File: config.mk
export PLATFORM = sky130hd
export DESIGN_NAME = cn_min_tree_pipelined_flat
export DESIGN_NICKNAME = d
export VERILOG_FILES = /design/src/rtl/cn_min_pkg.sv /design/src/rtl/cn_min_tree_pipelined_if.sv /design/src/rtl/cn_min_merge.sv /design/src/rtl/cn_min_tree_pipelined.sv /design/src/flat_wrapper.sv
export SDC_FILE = /design/constraint.sdc
export NUM_CORES = 1
export LEC_CHECK = 0
export BUFFER_PORTS_ARGS = -buffer_cell sky130_fd_sc_hd__buf_2
export CAP_MARGIN = 25
export CORE_MARGIN = 1
export CORE_UTILIZATION = 40
export DETAILED_ROUTE_END_ITERATION = 10
export PLACE_DENSITY = 0.53
export SYNTH_ARGS = -nofsm -noshare
export SYNTH_HDL_FRONTEND = slang
export SYNTH_SLANG_ARGS = --single-unit
File: constraint.sdc
create_clock -name clk -period 5.31 [get_ports clk]
set_clock_uncertainty 0.1 [all_clocks]
set_input_delay 0.531 -clock clk [delete_from_list [all_inputs] [get_ports clk]]
set_output_delay 0.531 -clock clk [all_outputs]
set_load 0.01 [all_outputs]
File: src/rtl/cn_min_pkg.sv
// Shared constants and helpers for the check-node min-tree reducer.
package cn_min_pkg;

  // All-ones magnitude for a W-bit sign-magnitude message.
  function automatic int mag_max(input int w);
    return (1 << (w - 1)) - 1;
  endfunction

  function automatic bit n_is_pow2(input int n);
    return (n >= 2) && ((n & (n - 1)) == 0);
  endfunction

  // Width of one packed node record {min1, min2, idx, sign}.
  function automatic int node_w(input int w, input int n);
    return 2 * (w - 1) + $clog2(n) + 1;
  endfunction

endpackage

File: src/rtl/cn_min_tree_pipelined_if.sv
// Beat input / reduced result bundle of the check-node min-tree reducer.
interface cn_min_tree_pipelined_if #(
  parameter int W = 6,
  parameter int N = 32
);
  localparam int IW = $clog2(N);

  logic             en;
  logic             in_valid;
  logic [N*W-1:0]   x;
  logic [N-1:0]     mask;
  logic             out_valid;
  logic [W-2:0]     min1;
  logic [W-2:0]     min2;
  logic [IW-1:0]    idx;
  logic             sign_prod;
  logic [N-1:0]     out_signs;

  modport master (
    output en, in_valid, x, mask,
    input  out_valid, min1, min2, idx, sign_prod, out_signs
  );

  modport slave (
    input  en, in_valid, x, mask,
    output out_valid, min1, min2, idx, sign_prod, out_signs
  );
endinterface

File: src/rtl/cn_min_merge.sv
// Combinational merge of two min-sum nodes; A covers the lower lanes, B the upper.
module cn_min_merge #(
  parameter int MW  = 5,
  parameter int IW  = 5,
  parameter int LVL = 0
) (
  input  logic [MW-1:0] i_a_min1,
  input  logic [MW-1:0] i_a_min2,
  input  logic [IW-1:0] i_a_idx,
  input  logic          i_a_sign,
  input  logic [MW-1:0] i_b_min1,
  input  logic [MW-1:0] i_b_min2,
  input  logic [IW-1:0] i_b_idx,
  input  logic          i_b_sign,
  output logic [MW-1:0] o_min1,
  output logic [MW-1:0] o_min2,
  output logic [IW-1:0] o_idx,
  output logic          o_sign
);
  logic          w_take_b;
  logic [MW-1:0] w_lo_when_b;
  logic [MW-1:0] w_lo_when_a;
  logic [IW-1:0] w_lvl_bit;

  // Strict compare so equal minima keep the lower-lane node.
  assign w_take_b    = (i_a_min1 > i_b_min1);
  assign w_lo_when_b = (i_a_min1 < i_b_min2) ? i_a_min1 : i_b_min2;
  assign w_lo_when_a = (i_a_min2 < i_b_min1) ? i_a_min2 : i_b_min1;
  assign w_lvl_bit   = w_take_b ? (IW'(1) << LVL) : '0;

  assign o_min1 = w_take_b ? i_b_min1 : i_a_min1;
  assign o_min2 = w_take_b ? w_lo_when_b : w_lo_when_a;
  assign o_idx  = (w_take_b ? i_b_idx : i_a_idx) | w_lvl_bit;
  assign o_sign = i_a_sign ^ i_b_sign;
endmodule

File: src/rtl/cn_min_tree_pipelined.sv
// Pipelined N-lane min1/min2/index/sign reducer: one merge level per register stage.
module cn_min_tree_pipelined
  import cn_min_pkg::*;
#(
  parameter int W = 6,
  parameter int N = 32
) (
  input  logic                     clk,
  input  logic                     rst,
  cn_min_tree_pipelined_if.slave   bus
);
  localparam int IW    = $clog2(N);
  localparam int M     = W - 1;
  localparam int NODES = N - 1;
  localparam logic [M-1:0] MAG_MAX = M'(mag_max(W));

  if (!n_is_pow2(N)) begin : g_bad_n
    $error("cn_min_tree_pipelined: N must be a power of two >= 2");
  end

  logic [M-1:0]  w_lmag [N];
  logic [N-1:0]  w_lsgn;

  // Nodes are stored level by level: level l starts at N - (N >> l).
  logic [M-1:0]  w_min1 [NODES];
  logic [M-1:0]  w_min2 [NODES];
  logic [IW-1:0] w_idx  [NODES];
  logic          w_sgn  [NODES];
  logic [M-1:0]  r_min1 [NODES];
  logic [M-1:0]  r_min2 [NODES];
  logic [IW-1:0] r_idx  [NODES];
  logic          r_sgn  [NODES];
  logic          r_vld  [IW];
  logic [N-1:0]  r_signs [IW];

  // Lane conditioning: masked lanes look like the weakest possible message.
  always_comb begin
    w_lsgn = '0;
    for (int i = 0; i < N; i++) begin
      w_lmag[i] = bus.mask[i] ? bus.x[i*W +: M] : MAG_MAX;
      w_lsgn[i] = bus.mask[i] & bus.x[i*W + W - 1];
    end
  end

  for (genvar l = 0; l < IW; l++) begin : g_lvl
    localparam int OFF = N - (N >> l);
    localparam int CNT = N >> (l + 1);
    for (genvar k = 0; k < CNT; k++) begin : g_node
      if (l == 0) begin : g_leaf
        cn_min_merge #(.MW(M), .IW(IW), .LVL(0)) u_merge (
          .i_a_min1 (w_lmag[2*k]),
          .i_a_min2 (MAG_MAX),
          .i_a_idx  ({IW{1'b0}}),
          .i_a_sign (w_lsgn[2*k]),
          .i_b_min1 (w_lmag[2*k+1]),
          .i_b_min2 (MAG_MAX),
          .i_b_idx  ({IW{1'b0}}),
          .i_b_sign (w_lsgn[2*k+1]),
          .o_min1   (w_min1[OFF+k]),
          .o_min2   (w_min2[OFF+k]),
          .o_idx    (w_idx[OFF+k]),
          .o_sign   (w_sgn[OFF+k])
        );
      end else begin : g_inner
        localparam int COFF = N - (N >> (l - 1));
        cn_min_merge #(.MW(M), .IW(IW), .LVL(l)) u_merge (
          .i_a_min1 (r_min1[COFF+2*k]),
          .i_a_min2 (r_min2[COFF+2*k]),
          .i_a_idx  (r_idx[COFF+2*k]),
          .i_a_sign (r_sgn[COFF+2*k]),
          .i_b_min1 (r_min1[COFF+2*k+1]),
          .i_b_min2 (r_min2[COFF+2*k+1]),
          .i_b_idx  (r_idx[COFF+2*k+1]),
          .i_b_sign (r_sgn[COFF+2*k+1]),
          .o_min1   (w_min1[OFF+k]),
          .o_min2   (w_min2[OFF+k]),
          .o_idx    (w_idx[OFF+k]),
          .o_sign   (w_sgn[OFF+k])
        );
      end
    end
  end

  // Stage registers, valid bits and sign delay line all advance together on en.
  always_ff @(posedge clk or negedge rst) begin
    if (!rst) begin
      for (int i = 0; i < NODES; i++) begin
        r_min1[i] <= '0;
        r_min2[i] <= '0;
        r_idx[i]  <= '0;
        r_sgn[i]  <= 1'b0;
      end
      for (int d = 0; d < IW; d++) begin
        r_vld[d]   <= 1'b0;
        r_signs[d] <= '0;
      end
    end else if (bus.en) begin
      for (int i = 0; i < NODES; i++) begin
        r_min1[i] <= w_min1[i];
        r_min2[i] <= w_min2[i];
        r_idx[i]  <= w_idx[i];
        r_sgn[i]  <= w_sgn[i];
      end
      r_vld[0]   <= bus.in_valid;
      r_signs[0] <= w_lsgn;
      for (int d = 1; d < IW; d++) begin
        r_vld[d]   <= r_vld[d-1];
        r_signs[d] <= r_signs[d-1];
      end
    end
  end

  assign bus.out_valid = r_vld[IW-1];
  assign bus.min1      = r_min1[NODES-1];
  assign bus.min2      = r_min2[NODES-1];
  assign bus.idx       = r_idx[NODES-1];
  assign bus.sign_prod = r_sgn[NODES-1];
  assign bus.out_signs = r_signs[IW-1];
endmodule

File: src/flat_wrapper.sv
// flat-port wrapper written by rule: the top's interface ports become plain ports
module cn_min_tree_pipelined_flat import cn_min_pkg::*;
#(
  parameter int W = 6,
  parameter int N = 32
)
  (clk, rst, bus_en, bus_in_valid, bus_x, bus_mask, bus_out_valid, bus_min1, bus_min2, bus_idx, bus_sign_prod, bus_out_signs);
  cn_min_tree_pipelined_if #(.W(W), .N(N)) bus_i ();
  input  logic clk;
  input  logic rst;
  input wire logic [$bits(bus_i.en)-1:0] bus_en;
  input wire logic [$bits(bus_i.in_valid)-1:0] bus_in_valid;
  input wire logic [$bits(bus_i.x)-1:0] bus_x;
  input wire logic [$bits(bus_i.mask)-1:0] bus_mask;
  output wire logic [$bits(bus_i.out_valid)-1:0] bus_out_valid;
  output wire logic [$bits(bus_i.min1)-1:0] bus_min1;
  output wire logic [$bits(bus_i.min2)-1:0] bus_min2;
  output wire logic [$bits(bus_i.idx)-1:0] bus_idx;
  output wire logic [$bits(bus_i.sign_prod)-1:0] bus_sign_prod;
  output wire logic [$bits(bus_i.out_signs)-1:0] bus_out_signs;
  assign bus_i.en = bus_en;
  assign bus_i.in_valid = bus_in_valid;
  assign bus_i.x = bus_x;
  assign bus_i.mask = bus_mask;
  assign bus_out_valid = bus_i.out_valid;
  assign bus_min1 = bus_i.min1;
  assign bus_min2 = bus_i.min2;
  assign bus_idx = bus_i.idx;
  assign bus_sign_prod = bus_i.sign_prod;
  assign bus_out_signs = bus_i.out_signs;
  cn_min_tree_pipelined #(.W(W), .N(N)) u_core (.clk(clk), .rst(rst), .bus(bus_i));
endmodule
==> flow_summary.ini <==
[outcome]
status = completed

[clocking]
cts-htree-levels = 3
post-cts-setup-buffers = 0
cts_buffers = 70
cts_max_path_buffers = 3
cts_sinks = 563
cts_root_buffer = clkbuf_16
cts_tree = built
clk-insertion-delay-late_ns = 0.61
clk_pin_slew_ns = 0.06

[detailed_routing]
drt_iter0_markers = 1603
drt-pass1-iter-count = 5
wl_microns = 93800
viasPerCell = 5.63
antenna_left = 0
drc_errors = 0
vias = 27640
wl_per_cell_microns = 19.1

[place]
dpl.hpwl_microns = 69300
portBuffers = 276
gp_congestion = 0.878
place_ws_ns = 2.45

[floorplan]
rows = 108
die_x_microns = 299
die-area_sq_um = 89500
start_util = 0.405
ioPinCount = 277
die_h_microns = 299
core_area_sq_um = 87200

[critical_path]
critPathCaptureType = flip-flop
crit_fanout = 14
cp_data_arrival_time_ns = 3.11
worstSetupPathType = flip-flop to flip-flop
critPathRequiredTime_ns = 5.65
crit_path_start_kind = flip-flop
critical_path.cell_chain = ha_1 -> a21oi_1 -> a21boi_0 -> o32a_1 -> a2111oi_0 -> a221oi_1
reg2reg_depth = 6
slowest_delay_ns = 0.72
cp_slowest_cell = a2111oi_0

[layout]
fill_cells = 8536
syn_to_final_growth_pct = 13.1
seq_area_sq_um = 14100
antennaDiodeCount = 0
drive_gt1_frac = 0.162
final_nets = 4187
multiInputGateArea_sq_um = 19500

[grt]
grt_pass1_wl_microns = 152000
grt.overflow.total = 0
grt_max_degree = 183
antenna_found_initial = 3
grt_pass1_vias = 27297
grtUsageTotal = 0.208

[logic_synthesis]
syn_avg_cell_area_sq_um = 10.1
synth-edff-count = 0
seq_area_frac_synth = 0.399
syn_area_sq_um = 35300
synth_cells = 3504
synth-async-reset-ratio = 1.00
synthFlopType = dfrtp_1
syn_nets = 3991
yosys_warnings = 0
yosysUniqueCellTypes = 59
ys_ff_latch = 563

[sta]
slew_viol_final = 0
max_slew.worst_pin.slew_ns = 0.956
rsz0062_at_grt = false
layout_setup_ws_ns = 2.54
fmax_mhz = 360
fin_tns_setup_ns = 0
setup_viol = 0
period_needed_ns = 2.77
post-route-period-util = 0.522
hold_viol = 0
slew_headroom = 0.363

[hold_path]
hold-path-cell-count = 2
min_path_type = input port to flip-flop

[power]
peakVddDrop_v = 0.000235
p_leak_nw = 18.3
cellPowerDensity_nw_per_um2 = 477

[run]
maxCapViolCount = 0
## routing by layer
layer	track usage	vias to the layer above	wire (microns)
met5	0	-	0
met4	0.0549	0	2160
met3	0.0264	113	3050
met2	0.329	487	42400
met1	0.301	13456	46200
li1	-	13584	-
## synthesized netlist by cell type, types with 33 or more instances
cell type	number	area [sq um]
inv_1	219	822
nand2b_1	92	576
a21o_1	33	248
o41ai_1	64	561
dfrtp_1	563	14100
mux2i_1	202	2020
buf_4	34	255
clkbuf_1	96	360
or2b_1	48	360
o2111ai_1	34	298
a21oi_1	213	1070
nor2_1	202	758
and2_1	53	332
nor2b_1	113	707
nand3_1	43	215
mux2_2	133	1500
a221o_1	81	811
ha_1	259	3240
o221ai_1	114	998
nand2_1	245	920
a41oi_1	80	701
o21ai_0	78	390
and3_1	36	225
## critical path, delay by kind of cell, from the launching register on
kind,cells,cell delay (ns)
DFF,1,0.46
AOI/OAI and AO/OA,5,1.67
adders and majority gates,1,0.36
## layout make-up
type	count	share of cell area
clock inverter	34	0.0110
clock buffer	93	0.0493
tap	1155	0.0362
multi-input combinational	2552	0.488
inverter	219	0.0208
sequential	563	0.353
timing repair buffer	294	0.0414
## final timing paths
kind	endpoint	from	slack, ns
setup / recovery	u_core.r_min2[9]	u_core.r_min1[23]	2.54
hold / removal	u_core.r_vld[4]	bus_in_valid	0.06
setup reg to reg	u_core.r_min2[9]	u_core.r_min1[23]	2.54
hold reg to reg	u_core.r_idx[71]	u_core.r_idx[71]	0.38
max in group asynchronous	u_core.r_signs[153]	rst	3.61
min in group asynchronous	u_core.r_min2[124]	rst	0.36
## through the flow
| step | area [sq um] | power, mW | utilization | hold WS, ns | instances |
|---|---|---|---|---|---|
| 4_1_cts | 39900 | 19.2 | 0.458 | 0.0278 | 4910 |
| 3_3_place_gp | 37500 | 14.1 | 0.430 | 0.362 | 4782 |
| 6_report | 39900 | 19.0 | 0.458 | 0.0615 | 4910 |
| 3_5_place_dp | 37500 | 14.1 | 0.430 | 0.365 | 4782 |
| 5_1_grt | 39900 | 20.4 | 0.458 | 0.0327 | 4910 |
| 2_1_floorplan | 35300 | 12.0 | - | 0.135 | 3504 |
## registers in the layout (all words and copies together), names as in the netlist
name and cells:
u_core.r_min1 150, u_core.r_vld 4, u_core.r_sgn 30, u_core.r_idx 52
u_core.bus.out_valid 1, u_core.r_min2 150, u_core.bus.min2 5, u_core.bus.idx 5
u_core.bus.out_signs 32, u_core.bus.min1 5, u_core.bus.sign_prod 1, u_core.r_signs 128
## power by group
group / total (mW) / internal [mW] / switching (mW)
clock network: 4.96 / 2.98 / 1.98
registers: 6.78 / 5.47 / 1.31
logic: 7.30 / 3.31 / 3.99
## cells in the final DEF, fill, tap and decap left out, types with 32 or more instances in the layout
| cell type | synthesis | layout |
|---|---|---|
| buf_2 | 5 | 274 |
| o31a_1 | 32 | 32 |
| a221o_1 | 81 | 81 |
| nand2b_1 | 92 | 92 |
| a41oi_1 | 80 | 80 |
| dfrtp_1 | 563 | 563 |
| mux2i_1 | 202 | 202 |
| o21a_1 | 32 | 32 |
| o2111ai_1 | 34 | 34 |
| nand2_1 | 245 | 245 |
| o41ai_1 | 64 | 64 |
| o21ai_0 | 78 | 78 |
| and2_1 | 53 | 53 |
| nor2b_1 | 113 | 113 |
| ha_1 | 259 | 259 |
| a21o_1 | 33 | 33 |
| o2111a_1 | 32 | 32 |
| inv_1 | 219 | 218 |
| nor2_1 | 202 | 202 |
| and3_1 | 36 | 36 |
| clkbuf_16 | 0 | 71 |
| a21oi_1 | 213 | 213 |
| or2b_1 | 48 | 48 |
| nand3_1 | 43 | 43 |
| o21ai_1 | 32 | 32 |
| mux2_2 | 133 | 133 |
| o221ai_1 | 114 | 114 |
## kinds of logic (layout without fill, tap and decap cells)
kind of cell	after synthesis	in the layout	synth area share
compound gates	968	968	0.207
xor+xnor	31	31	0.00769
fa+ha+maj	259	259	0.0918
buf+inv	389	640	0.0486
flops	563	563	0.399
mux	335	335	0.0997
simple gates	959	959	0.146
## timing repair
action / CTS / global route
endpoints found under the hold margin: 53 / 0
setup endpoints to repair: 0 / 0
gates resized for setup: 0 / 0
hold buffers: 1 / 0
(Power assumes the default switching activity.)
